[config.mk]
export PLATFORM = sky130hd
export DESIGN_NAME = div_sequencer
export DESIGN_NICKNAME = d
export VERILOG_FILES = /design/src/rtl/div_pkg.sv /design/src/rtl/div_bit_counter.sv /design/src/rtl/div_sequencer.sv
export SDC_FILE = /design/constraint.sdc
export NUM_CORES = 1
export LEC_CHECK = 0
export BUFFER_PORTS_ARGS = -buffer_cell sky130_fd_sc_hd__buf_4
export CORE_AREA = 2 2 39 41
export DETAILED_ROUTE_END_ITERATION = 8
export DIE_AREA = 0 0 41 43
export SYNTH_ARGS = -nofsm -noshare
export SYNTH_HDL_FRONTEND = slang
export SYNTH_SLANG_ARGS = --single-unit
[constraint.sdc]
create_clock -name clk -period 4.25 [get_ports clk]
set_input_delay 0.6375 -clock clk [delete_from_list [all_inputs] [get_ports clk]]
set_output_delay 0.6375 -clock clk [all_outputs]
set_load 0.02 [all_outputs]
[src/rtl/div_pkg.sv]
// div_pkg: shared state encoding and width default for the division sequencer.
package div_pkg;
    localparam int DIV_WIDTH_DEFAULT = 8;
    typedef enum logic [2:0] {
        S_IDLE    = 3'b000,
        S_LOAD    = 3'b001,
        S_SHIFT   = 3'b010,
        S_COMPARE = 3'b011,
        S_WRITE   = 3'b100,
        S_DONE    = 3'b101,
        S_ERR     = 3'b110
    } state_t;
endpackage

[src/rtl/div_bit_counter.sv]
// div_bit_counter: loadable down-counter of remaining quotient bits; saturates at zero.
module div_bit_counter #(
    parameter int CW = 4
) (
    input  logic          clk,
    input  logic          rst,
    input  logic          i_load,
    input  logic [CW-1:0] i_load_val,
    input  logic          i_dec,
    output logic [CW-1:0] o_cnt,
    output logic          o_zero
);
    logic [CW-1:0] r_cnt;
    always_ff @(posedge clk) begin
        if (rst) r_cnt <= '0;
        else if (i_load) r_cnt <= i_load_val;
        else if (i_dec && r_cnt != '0) r_cnt <= r_cnt - CW'(1);
    end
    assign o_cnt  = r_cnt;
    assign o_zero = r_cnt == '0;
endmodule

[src/rtl/div_sequencer.sv]
// div_sequencer: Moore control FSM for a restoring shift/subtract divider.
// Define DIV_SEQ_ZERO_CHECK_EN to divert a zero divisor from LOAD to a one-cycle error done.
module div_sequencer
    import div_pkg::*;
#(
    parameter int WIDTH = DIV_WIDTH_DEFAULT
) (
    input  logic                       clk,
    input  logic                       rst,
    input  logic                       start,
    input  logic                       mayor,
    input  logic                       divisor_zero,
    output logic                       busy,
    output logic                       load,
    output logic                       bajar,
    output logic                       restar,
    output logic                       q_we,
    output logic                       q_bit,
    output logic                       done,
    output logic                       div_err,
    output logic [$clog2(WIDTH+1)-1:0] bit_cnt
);
    localparam int CW = $clog2(WIDTH+1);
    state_t        r_state, w_next;
    logic          r_qbit;
    logic [CW-1:0] w_cnt;
    logic          w_zero, w_last, w_zero_err;
`ifdef DIV_SEQ_ZERO_CHECK_EN
    assign w_zero_err = divisor_zero;
    assign div_err    = r_state == S_ERR;
`else
    logic w_unused_dz;
    assign w_unused_dz = divisor_zero;
    assign w_zero_err  = 1'b0;
    assign div_err     = 1'b0;
`endif
    div_bit_counter #(.CW(CW)) u_cnt (
        .clk        (clk),
        .rst        (rst),
        .i_load     (r_state == S_LOAD),
        .i_load_val (CW'(WIDTH)),
        .i_dec      (r_state == S_WRITE),
        .o_cnt      (w_cnt),
        .o_zero     (w_zero)
    );
    assign w_last = w_cnt == CW'(1);
    always_ff @(posedge clk) begin
        if (rst) begin
            r_state <= S_IDLE;
            r_qbit  <= 1'b0;
        end else begin
            r_state <= w_next;
            if (r_state == S_COMPARE) r_qbit <= mayor;
        end
    end
    always_comb begin
        w_next = r_state;
        case (r_state)
            S_IDLE:    w_next = start ? S_LOAD : S_IDLE;
            S_LOAD:    w_next = w_zero_err ? S_ERR : S_SHIFT;
            S_SHIFT:   w_next = S_COMPARE;
            S_COMPARE: w_next = S_WRITE;
            // a zero count here is impossible; treat it as the last bit rather than wrap
            S_WRITE:   w_next = (w_last || w_zero) ? S_DONE : S_SHIFT;
            default:   w_next = S_IDLE;
        endcase
    end
    assign busy    = r_state != S_IDLE;
    assign load    = r_state == S_LOAD;
    assign bajar   = r_state == S_SHIFT;
    assign q_we    = r_state == S_WRITE;
    assign q_bit   = q_we & r_qbit;
    assign restar  = q_bit;
    assign done    = r_state == S_DONE || r_state == S_ERR;
    assign bit_cnt = w_cnt;
endmodule
Yosys cells after proc, flatten, opt, wreduce, memory -nomap -nowiden
Cells that the tools add are included.
{ "totals": {"register_bits": 8, "input_bits": 5, "output_inout_bits": 12} }
{ "op_classes": {"add_sub_neg": 1, "eq_ne": 7, "n_mux": 5, "bitwise_logic": 1, "n_reduce_logical": 9} }
{ "op_table": {"columns": ["cell", "n"], "rows": [
  ["3-bit case mux with 5 select lines", 1],
  ["3-bit == test (second input constant)", 3],
  ["4-bit two-way mux", 2],
  ["3-bit by 2-bit == test with 1-bit output (second input constant)", 2],
  ["4-bit by 1-bit == test with 1-bit output (second input constant)", 1],
  ["4-bit zero test", 1],
  ["4-bit nonzero test", 1],
  ["4-bit by 1-bit subtractor with 4-bit output (second input constant)", 1],
  ["3-bit by 1-bit == test with 1-bit output (second input constant)", 1],
  ["3-bit zero test", 1],
  ["3-bit two-way mux", 1],
  ["3-bit nonzero test", 1],
  ["1-bit logical OR", 2],
  ["2-bit nonzero test", 1],
  ["2-bit OR reduction", 1],
  ["1-bit AND", 1],
  ["1-bit logical AND", 1],
  ["1-bit two-way mux", 1]
]} }

Longest topological paths before layout
Gate-level depths: netlist of the first run.
{ "logic_depth": {"depth_word": 4, "depth_mapped": 6} }

Hierarchy
A second synthesis of the first run with hierarchy kept.
{ "unflattened": {"cells_unflattened": 59, "hier_area_um2": 521.8} }
{ "modules_own_cells": {"columns": ["module", "n_inst", "cells_per_inst", "area_per_inst_um2"], "rows": [
  ["div_bit_counter", 1, 29, 262.8],
  ["div_sequencer", 1, 30, 259.0]
]} }

Worst setup path before layout of the first run
No wires, ideal clock.
{ "synth_path": {"kind": "reg2out", "from": "reg r_state[0]", "to": "out restar", "arrival_ns": 1.553, "t_required_ns": 3.612, "slack_ns": 2.060, "stages_incl_launch_ff": 7, "n_path_buf": 3, "path_cell_list": "dfxtp_1 > buf_6 > or3b_1 > clkbuf_2 > inv_1 > and2_1 > buf_4"} }
{ "synth_via": {"elab_chain_len": 2} }
{ "synth_lines": {"columns": ["item", "line", "text"], "rows": [
  ["from (decl)", "div_sequencer.sv:24", "state_t r_state, w_next;"],
  ["from (signal assigned)", "div_sequencer.sv:52", "r_state <= w_next;"],
  ["3-bit == test", "div_sequencer.sv:71", "assign q_we = r_state == S_WRITE;"],
  ["via q_we", "div_sequencer.sv:17", "output logic q_we,"],
  ["1-bit AND", "div_sequencer.sv:72", "assign q_bit = q_we & r_qbit;"],
  ["to (decl)", "div_sequencer.sv:16", "output logic restar,"]
]} }
The timed path passes the listed nets, and every way through them passes these cells.

Worst setup path after layout of the first run
{ "layout_path": {"from": "reg r_state[2]", "to": "out restar"} }
{ "layout_via": {"elab_chain_len": 2} }
{ "layout_lines": {"columns": ["item", "line"], "rows": [
  ["3-bit == test", "div_sequencer.sv:71"],
  ["1-bit AND", "div_sequencer.sv:72"]
]} }
Every way passes these cells.

==> results of run 1 <==
[worst max-delay path by stage]
stage	endpoint	depth (start not counted)
after CTS	restar	4
after global placement	q_bit	4
final	restar	4
after global routing	restar	4
after detailed placement	restar	4
after floorplan	restar	6
[power by group]
| group | switching (mW) | internal (mW) |
|---|---|---|
| combinational | 0.0190 | 0.0169 |
| clock | 0.0250 | 0.0323 |
| sequential | 0.00722 | 0.0790 |
| total | 0.0512 | 0.128 |
[area by class of cell]
type / instances / area [um^2]
fill: 150 / 777
multi-input combinational: 41 / 277
inverter: 6 / 22.5
tap: 16 / 20.0
sequential: 8 / 160
clock buffer: 3 / 22.5
timing repair buffer: 14 / 105
[metrics by stage]
stage / std cells / setup slack (ns) / power, mW
floorplan: 60 / 2.06 / 0.113
global placement: 85 / 2.28 / 0.124
global route: 88 / 1.90 / 0.190
finish: 88 / 2.01 / 0.179
CTS: 88 / 1.99 / 0.183
detailed placement: 85 / 2.27 / 0.124
[worst max-delay path: stages (launching register included)]
cell and delay (ns):
dfxtp_1 0.44, or3b_1 0.50, inv_1 0.13, and2_1 0.15, buf_4 0.14
[registers in the layout (all words and copies together), names as in the netlist]
signal,flops
u_cnt.o_cnt,4
r_state,3
r_qbit,1
[kinds of logic (layout without fill, tap and decap cells)]
family                   Yosys count  count (layout)  share of synthesized area
AND/OR/NAND/NOR                   20              20                      0.263
flip-flops                         8               8                      0.323
buffers and inverters             11              23                      0.119
adder cells (fa/ha/maj)            3               3                     0.0758
other                              1               1                    0.00757
XOR/XNOR                           1               1                     0.0177
AO/OA/AOI/OAI                     15              15                      0.174
multiplexers                       1               1                     0.0202
[placed cells by master, fill, tap and decap left out, drive strengths merged]
master,netlist,layout
nor2,4,4
a21oi,5,5
nor2b,1,1
buf,4,14
nand3b,3,3
conb,1,1
a211oi,2,2
or4,2,2
xnor2,1,1
dfxtp,8,8
nand2b,1,1
o21ai,5,5
inv,6,6
ha,3,3
nor3b,2,2
o31ai,1,1
or3,4,4
clkbuf,1,3
and2,1,1
o21a,1,1
or3b,2,2
a31oi,1,1
mux2i,1,1
[metal layers]
metal	track usage	up-vias	part of all wire
met4	0.0800	0	0.012
met3	0.0314	2	0.053
li1	-	231	-
met2	0.197	11	0.47
met1	0.168	199	0.47
met5	0	-	0
==> impl_metrics.toml, run 1 <==
[outcome]
status = "complete, no violations"

[setup_path]
reg2reg_from = "r_state[2]"
crit_fanout = 9
worstSetupStartpoint = "r_state[2]"
rrSetupSlack_ns = 2.55
critPathKind = "flip-flop to output pin"
r2r-end = "u_cnt.o_cnt[3]"
endpoint_kind = "output pin"
required_ns = 3.61
rr_worst_depth = 3
arrival_ns = 1.61
startpoint_type = "flip-flop"

[cells_and_area]
design_area_um2 = 607
final_layout_size_suffix_gt1_frac = 0.264
final_util = 0.439
nets = 82
insertedDiodeCount = 0
synthToLayoutAreaGrowth_pct = 22.5

[global_routing]
grt_pass1_wl_mm = 1.58
grt_pass1_vias = 372
grt_usage = 0.134
grt-ovfl-total = 0
antenna_found_initial = 0
grt_max_degree = 11

[synth]
synth_warnings = 0
post-synth-top-area-fraction = 0.323
yosysMostFrequentCell = "dfxtp_1"
synthTopCellsByCount = "dfxtp_1, inv_1, a21oi_1, o21ai_0, nor2_1"
synth_edf_count = 0
synthFlopType = "dfxtp_1"
ys_seq_area_frac = 0.323
synth.area.top_cells = "dfxtp_1, ha_1, a21oi_1"
ys_types = 27
ys_async_sr_fraction = 0
synth.net_count = 68
postSynthRegisterBits = 8
synthCells = 60
synth_top_cell_by_area = "dfxtp_1"
avgSynthCellArea_um2 = 8.26
syn_area_um2 = 495

[routing]
antenna_left = 0
drc_errors = 0
post_drt_wl_per_cell_um = 10.9
dr.pass1.iters = 1
drt_iter0_markers = 0
vias = 443
via_per_inst = 5.03
routed_wl_um = 961

[sta]
hold_viol = 0
tightest_slew_ns = 0.511
fin_skew_ns = 0.00159
whs_ns = 0.509
finalCriticalPeriod_ns = 2.24
finalMaxSlewViolations = 0
setup_viol = 0
timing.fmax_mhz = 445
rsz0062_at_grt = "no"
slew-limit-headroom = 0.659
tns_ns = 0
fin_crit_sh = 0.528

[die]
core_um2 = 1380
die-width_um = 41
fp.dieArea_um2 = 1760
start_util = 0.358
rows = 14
ios = 17
die_h_um = 43

[worst_hold_path]
hold_class = "flip-flop to flip-flop"
whs_path_depth = 2
hold_path.startpoint = "u_cnt.o_cnt[1]"
min_to = "u_cnt.o_cnt[1]"

[clock_network]
cts_tree = "done"
post-cts-setup-buffers = 0
cts_made_buffers = 3
insertion_delay_ns = 0.25
root_buffer = "clkbuf_4"
clock_path_buffers = 2
cts_sinks = 8
cts_hold_buf = 0
clk_pin_slew_ns = 0.05
cts_resized = 0
htreeDepth = 1

[place]
gp_congestion = 0.633
dp_hpwl_um = 688
io_buffers = 14
placed_cell_area_um2 = 584

[power_and_ir_drop]
ir_drop_mv = 0.139
power.density_nw_per_um2 = 296
leakage_nw = 0.279

[run]
drv_cap = 0
Power figures use the tool's default switching activity.
==> run 2, diff against run 1 <==
==> constraint.sdc (replaced) <==
create_clock -name clk -period 2.3 [get_ports clk]
set_input_delay 0.345 -clock clk [delete_from_list [all_inputs] [get_ports clk]]
set_output_delay 0.345 -clock clk [all_outputs]
set_load 0.02 [all_outputs]
==> run 2 against run 1 <==
Count of clock-buffer cells in the layout did not move; clock skew fell by 0.0011 ns; non-clock buffer count did not move; critical path depth did not move; first-iteration DRC count rose by 1; total power rose by 85%; routed wire length rose by 0.83%; hold slack got worse by 0.21 ns; flip-flop and latch count did not move; largest cell class unchanged; sequential share of layout area did not move.
==> impl_metrics.toml, run 2 (synthesis gave the netlist of run 1 again) <==
[global_routing]
grt_use_met3 = 0.0314
grt_pass1_wl_mm = 1.55
grt_pass1_vias = 359
busiest_layer = "met2"
use_met2 = 0.191
grt-ovfl-total = 0
grt_usage = 0.132
grtUsageMet1 = 0.168
grt_max_degree = 11
antenna_found_initial = 0

[die]
start_util = 0.358
ios = 17
rows = 14
fp.dieArea_um2 = 1760
die_h_um = 43
core_um2 = 1380
die-width_um = 41

[clock_network]
htreeDepth = 1
cts_hold_buf = 0
insertion_delay_ns = 0.25
clock_path_buffers = 2
cts_tree = "done"
cts_sinks = 8
post-cts-setup-buffers = 0
root_buffer = "clkbuf_4"
cts_made_buffers = 3
cts_resized = 0
clk_pin_slew_ns = 0.05

[power_and_ir_drop]
p_sw_mw = 0.0951
ir_drop_mv = 0.258
p_comb_frac = 0.200
p_sw_frac = 0.286
power_frac_clock = 0.320
power.internal_mw = 0.237
power.density_nw_per_um2 = 547
leakage_nw = 0.279
seq_power_share = 0.480

[setup_path]
cp_top_family = "simple AND/OR/NAND/NOR gates"
path_buf_inv = 2
rr_worst_depth = 3
critPathKind = "flip-flop to output pin"
required_ns = 1.96
startpoint_type = "flip-flop"
cp_cell_sequence = "or3b_1, inv_1, and2_1, buf_4"
critPathMaxStageDelay_ns = 0.50
arrival_ns = 1.61
endpoint_kind = "output pin"
cp.depth = 4
crit_fanout = 9
slowest_stage = "or3b_1"

[sta]
setup_viol = 0
timing.fmax_mhz = 510
setup_slack_ns = 0.340
finalCriticalPeriod_ns = 1.96
finalMaxSlewViolations = 0
hold_viol = 0
tightest_slew_ns = 0.532
slew-limit-headroom = 0.645
rsz0062_at_grt = "no"
fin_skew_ns = 0.000525
tns_ns = 0
whs_ns = 0.300
fin_crit_sh = 0.852

[cells_and_area]
fillers = 151
largest_reg_flops = 4
layout_commonest_cell = "buf_4"
final_cell_mix = "buf_4, dfxtp_1, inv_1"
final_layout_size_suffix_gt1_frac = 0.264
insertedDiodeCount = 0
synthToLayoutAreaGrowth_pct = 22.5
nets = 82

[routing]
antenna_left = 0
drt_iter0_markers = 1
vias = 445
dr.pass1.iters = 2
routed_wl_um = 969
drc_errors = 0
post_drt_wl_per_cell_um = 11.0
via_per_inst = 5.06

[worst_hold_path]
hold_class = "primary input to flip-flop"
whs_path_depth = 2

[run]
drv_cap = 0

[place]
dp_hpwl_um = 697
io_buffers = 14
pre_cts_ws_ns = 0.612
gp_congestion = 0.633

[outcome]
status = "complete, no violations"
[run 2: cell counts in the layout (fill, tap and decap cells not counted)]
No cell type changed its count.
[run 2: layout make-up]
class,instances,area [um^2],area share
Clock buffer,3,22.5,0.0371
Sequential cell,8,160,0.264
Inverter,6,22.5,0.0371
Multi-Input combinational cell,41,277,0.456
Timing Repair Buffer,14,105,0.173
Tap cell,16,20.0,0.0330
[run 2: layer usage]
metal / wire length [um] / part of all wire / vias to the layer above
met3: 53 / 0.055 / 2
met1: 465 / 0.48 / 202
met4: 8 / 0.0083 / 0
li1: - / - / 230
met2: 442 / 0.46 / 11
met5: 0 / 0 / -
[run 2: final timing paths]
| kind | slack [ns] | start | end |
|---|---|---|---|
| max | 0.34 | r_state[2] | restar |
| min | 0.30 | rst | u_cnt.o_cnt[3] |
| max reg2reg | 0.59 | r_state[2] | u_cnt.o_cnt[3] |
| min reg2reg | 0.51 | u_cnt.o_cnt[1] | u_cnt.o_cnt[1] |
[run 2: through the flow]
step	util	power, mW	cells	cell area [um^2]
6_report	0.439	0.332	88	607
4_1_cts	0.439	0.337	88	607
2_1_floorplan	-	0.208	60	495
3_5_place_dp	0.422	0.229	85	584
3_3_place_gp	0.422	0.229	85	584
5_1_grt	0.439	0.350	88	607
[run 2: power groups by stage]
stage                     Clock (mW)  Combinational [mW]  Sequential [mW]
after floorplan                    0              0.0526            0.156
after global placement             0              0.0668            0.162
after detailed placement           0              0.0670            0.162
after CTS                      0.111              0.0673            0.159
after global routing           0.115              0.0743            0.161
final                          0.106              0.0665            0.159
[run 2: worst reg2reg max path, cell delays in order (launching register included)]
cell and delay, ns:
dfxtp_1 0.44, or3b_1 0.51, or4_1 0.54, a31oi_1 0.16
==> run 3, diff against run 2 <==
--- a/config.mk
+++ b/config.mk
@@ -7,6 +7,7 @@
 export LEC_CHECK = 0
 export BUFFER_PORTS_ARGS = -buffer_cell sky130_fd_sc_hd__buf_4
 export CORE_AREA = 2 2 39 41
+export CTS_BUF_LIST = sky130_fd_sc_hd__clkbuf_2
 export DETAILED_ROUTE_END_ITERATION = 8
 export DIE_AREA = 0 0 41 43
 export SYNTH_ARGS = -nofsm -noshare
==> run 3 against run 2 <==
Sequential share of layout area rose by 0.33 points; critical path depth did not move; via count increased by 0.67%; design area is 1.2% lower; maximum frequency up 0.54%; count of clock-buffer cells in the layout unchanged; clock skew is essentially flat; core utilization down 0.54 points; combinational power hardly changed; hold slack improved by 0.017 ns; die area unchanged; critical endpoint unchanged.
==> impl_metrics.toml, run 3 (synthesis gave the netlist of run 1 again) <==
[routing]
met3_length_um = 52
routed_wl_um = 967
top_layer_used = "met4"
dr.pass1.iters = 2
drt_iter0_markers = 1
antenna_left = 0
drt-met1-wl_um = 456
routed-wl-met2_um = 450
via_per_inst = 5.09
vias = 448
post_drt_wl_per_cell_um = 11.0
drc_errors = 0

[sta]
finalMaxSlewViolations = 0
tns_ns = 0
setup_slack_ns = 0.351
hold_viol = 0
tightest_slew_ns = 0.532
fin_crit_sh = 0.848
timing.fmax_mhz = 513
whs_ns = 0.317
fin_skew_ns = 0.000649
setup_viol = 0
finalCriticalPeriod_ns = 1.95
slew-limit-headroom = 0.645
rsz0062_at_grt = "no"

[die]
fp.dieArea_um2 = 1760
rows = 14
start_util = 0.358
die_h_um = 43
ios = 17
core_um2 = 1380
die-width_um = 41

[run]
drv_cap = 0

[power_and_ir_drop]
ir_drop_mv = 0.232
power_mw = 0.307
power.internal_mw = 0.212
p_sw_mw = 0.0944
seq_power_share = 0.517
leakage_nw = 0.278
p_comb_frac = 0.217
p_sw_frac = 0.308
power.density_nw_per_um2 = 512
power_frac_clock = 0.266

[cells_and_area]
fillers = 153
insertedDiodeCount = 0
layout_commonest_cell = "buf_4"
fin_cells = 88
nets = 82
final_layout_size_suffix_gt1_frac = 0.264
final_cell_mix = "buf_4, dfxtp_1, inv_1"
design_area_um2 = 599
synthToLayoutAreaGrowth_pct = 21.0
final_util = 0.433
largest_reg_flops = 4

[clock_network]
cts_resized = 0
post-cts-setup-buffers = 0
htreeDepth = 1
cts_hold_buf = 0
cts_made_buffers = 3
cts_sinks = 8
root_buffer = "clkbuf_2"
insertion_delay_ns = 0.23
clk_pin_slew_ns = 0.07
cts_tree = "done"
clock_path_buffers = 2

[setup_path]
r2r-end = "u_cnt.o_cnt[3]"
critPathKind = "flip-flop to output pin"
reg2reg_from = "r_state[2]"
endpoint_kind = "output pin"
critical_path.endpoint = "restar"
rr_worst_depth = 3
arrival_ns = 1.60
startpoint_type = "flip-flop"
worstSetupStartpoint = "r_state[2]"
crit_fanout = 9
required_ns = 1.96
rrSetupSlack_ns = 0.58

[global_routing]
grt-ovfl-total = 0
grt_pass1_vias = 359
grt_pass1_wl_mm = 1.55
grt_max_degree = 11
grt_usage = 0.132
antenna_found_initial = 0

[worst_hold_path]
hold_class = "primary input to flip-flop"
whs_path_depth = 2

[place]
placed_cell_area_um2 = 584
io_buffers = 14
dp_hpwl_um = 697
placed_cells = 85
pre_cts_ws_ns = 0.612
gp_congestion = 0.633

[outcome]
status = "complete, no violations"
-- run 3: changes by cell type in the layout (fill, tap and decap cells not counted) --
cell and delta:
clkbuf_2 +3, clkbuf_4 -3
-- run 3: cell type report --
class / count / area [um^2] / share of cell area
timing repair buffer: 14 / 105 / 0.175
sequential: 8 / 160 / 0.267
inverter: 6 / 22.5 / 0.0376
tap: 16 / 20.0 / 0.0334
multi-input combinational: 41 / 277 / 0.461
clock buffer: 3 / 15.0 / 0.0251
-- run 3: how the worst min path moves through the flow --
stage / start / to / slack, ns
floorplan: rst / r_state[2] / 0.41
global placement: r_qbit / r_qbit / 0.47
detailed placement: u_cnt.o_cnt[1] / u_cnt.o_cnt[1] / 0.50
CTS: rst / r_state[2] / 0.31
global route: rst / u_cnt.o_cnt[3] / 0.30
finish: rst / u_cnt.o_cnt[3] / 0.32
-- run 3: critical path, stage by stage, from the launching register on --
cell,delay [ns]
dfxtp_1,0.45
or3b_1,0.51
inv_1,0.13
and2_1,0.15
buf_4,0.14
-- run 3: power groups by stage --
| stage | Combinational (mW) | Clock [mW] | Sequential (mW) |
|---|---|---|---|
| floorplan | 0.0526 | 0 | 0.156 |
| global placement | 0.0668 | 0 | 0.162 |
| detailed placement | 0.0670 | 0 | 0.162 |
| CTS | 0.0674 | 0.0850 | 0.159 |
| global route | 0.0743 | 0.0903 | 0.161 |
| finish | 0.0666 | 0.0816 | 0.159 |
-- run 3: routing by layer --
metal | track usage | vias up
met5 | 0 | -
met4 | 0.0800 | 0
met3 | 0.0314 | 2
met2 | 0.191 | 11
met1 | 0.168 | 205
li1 | - | 230
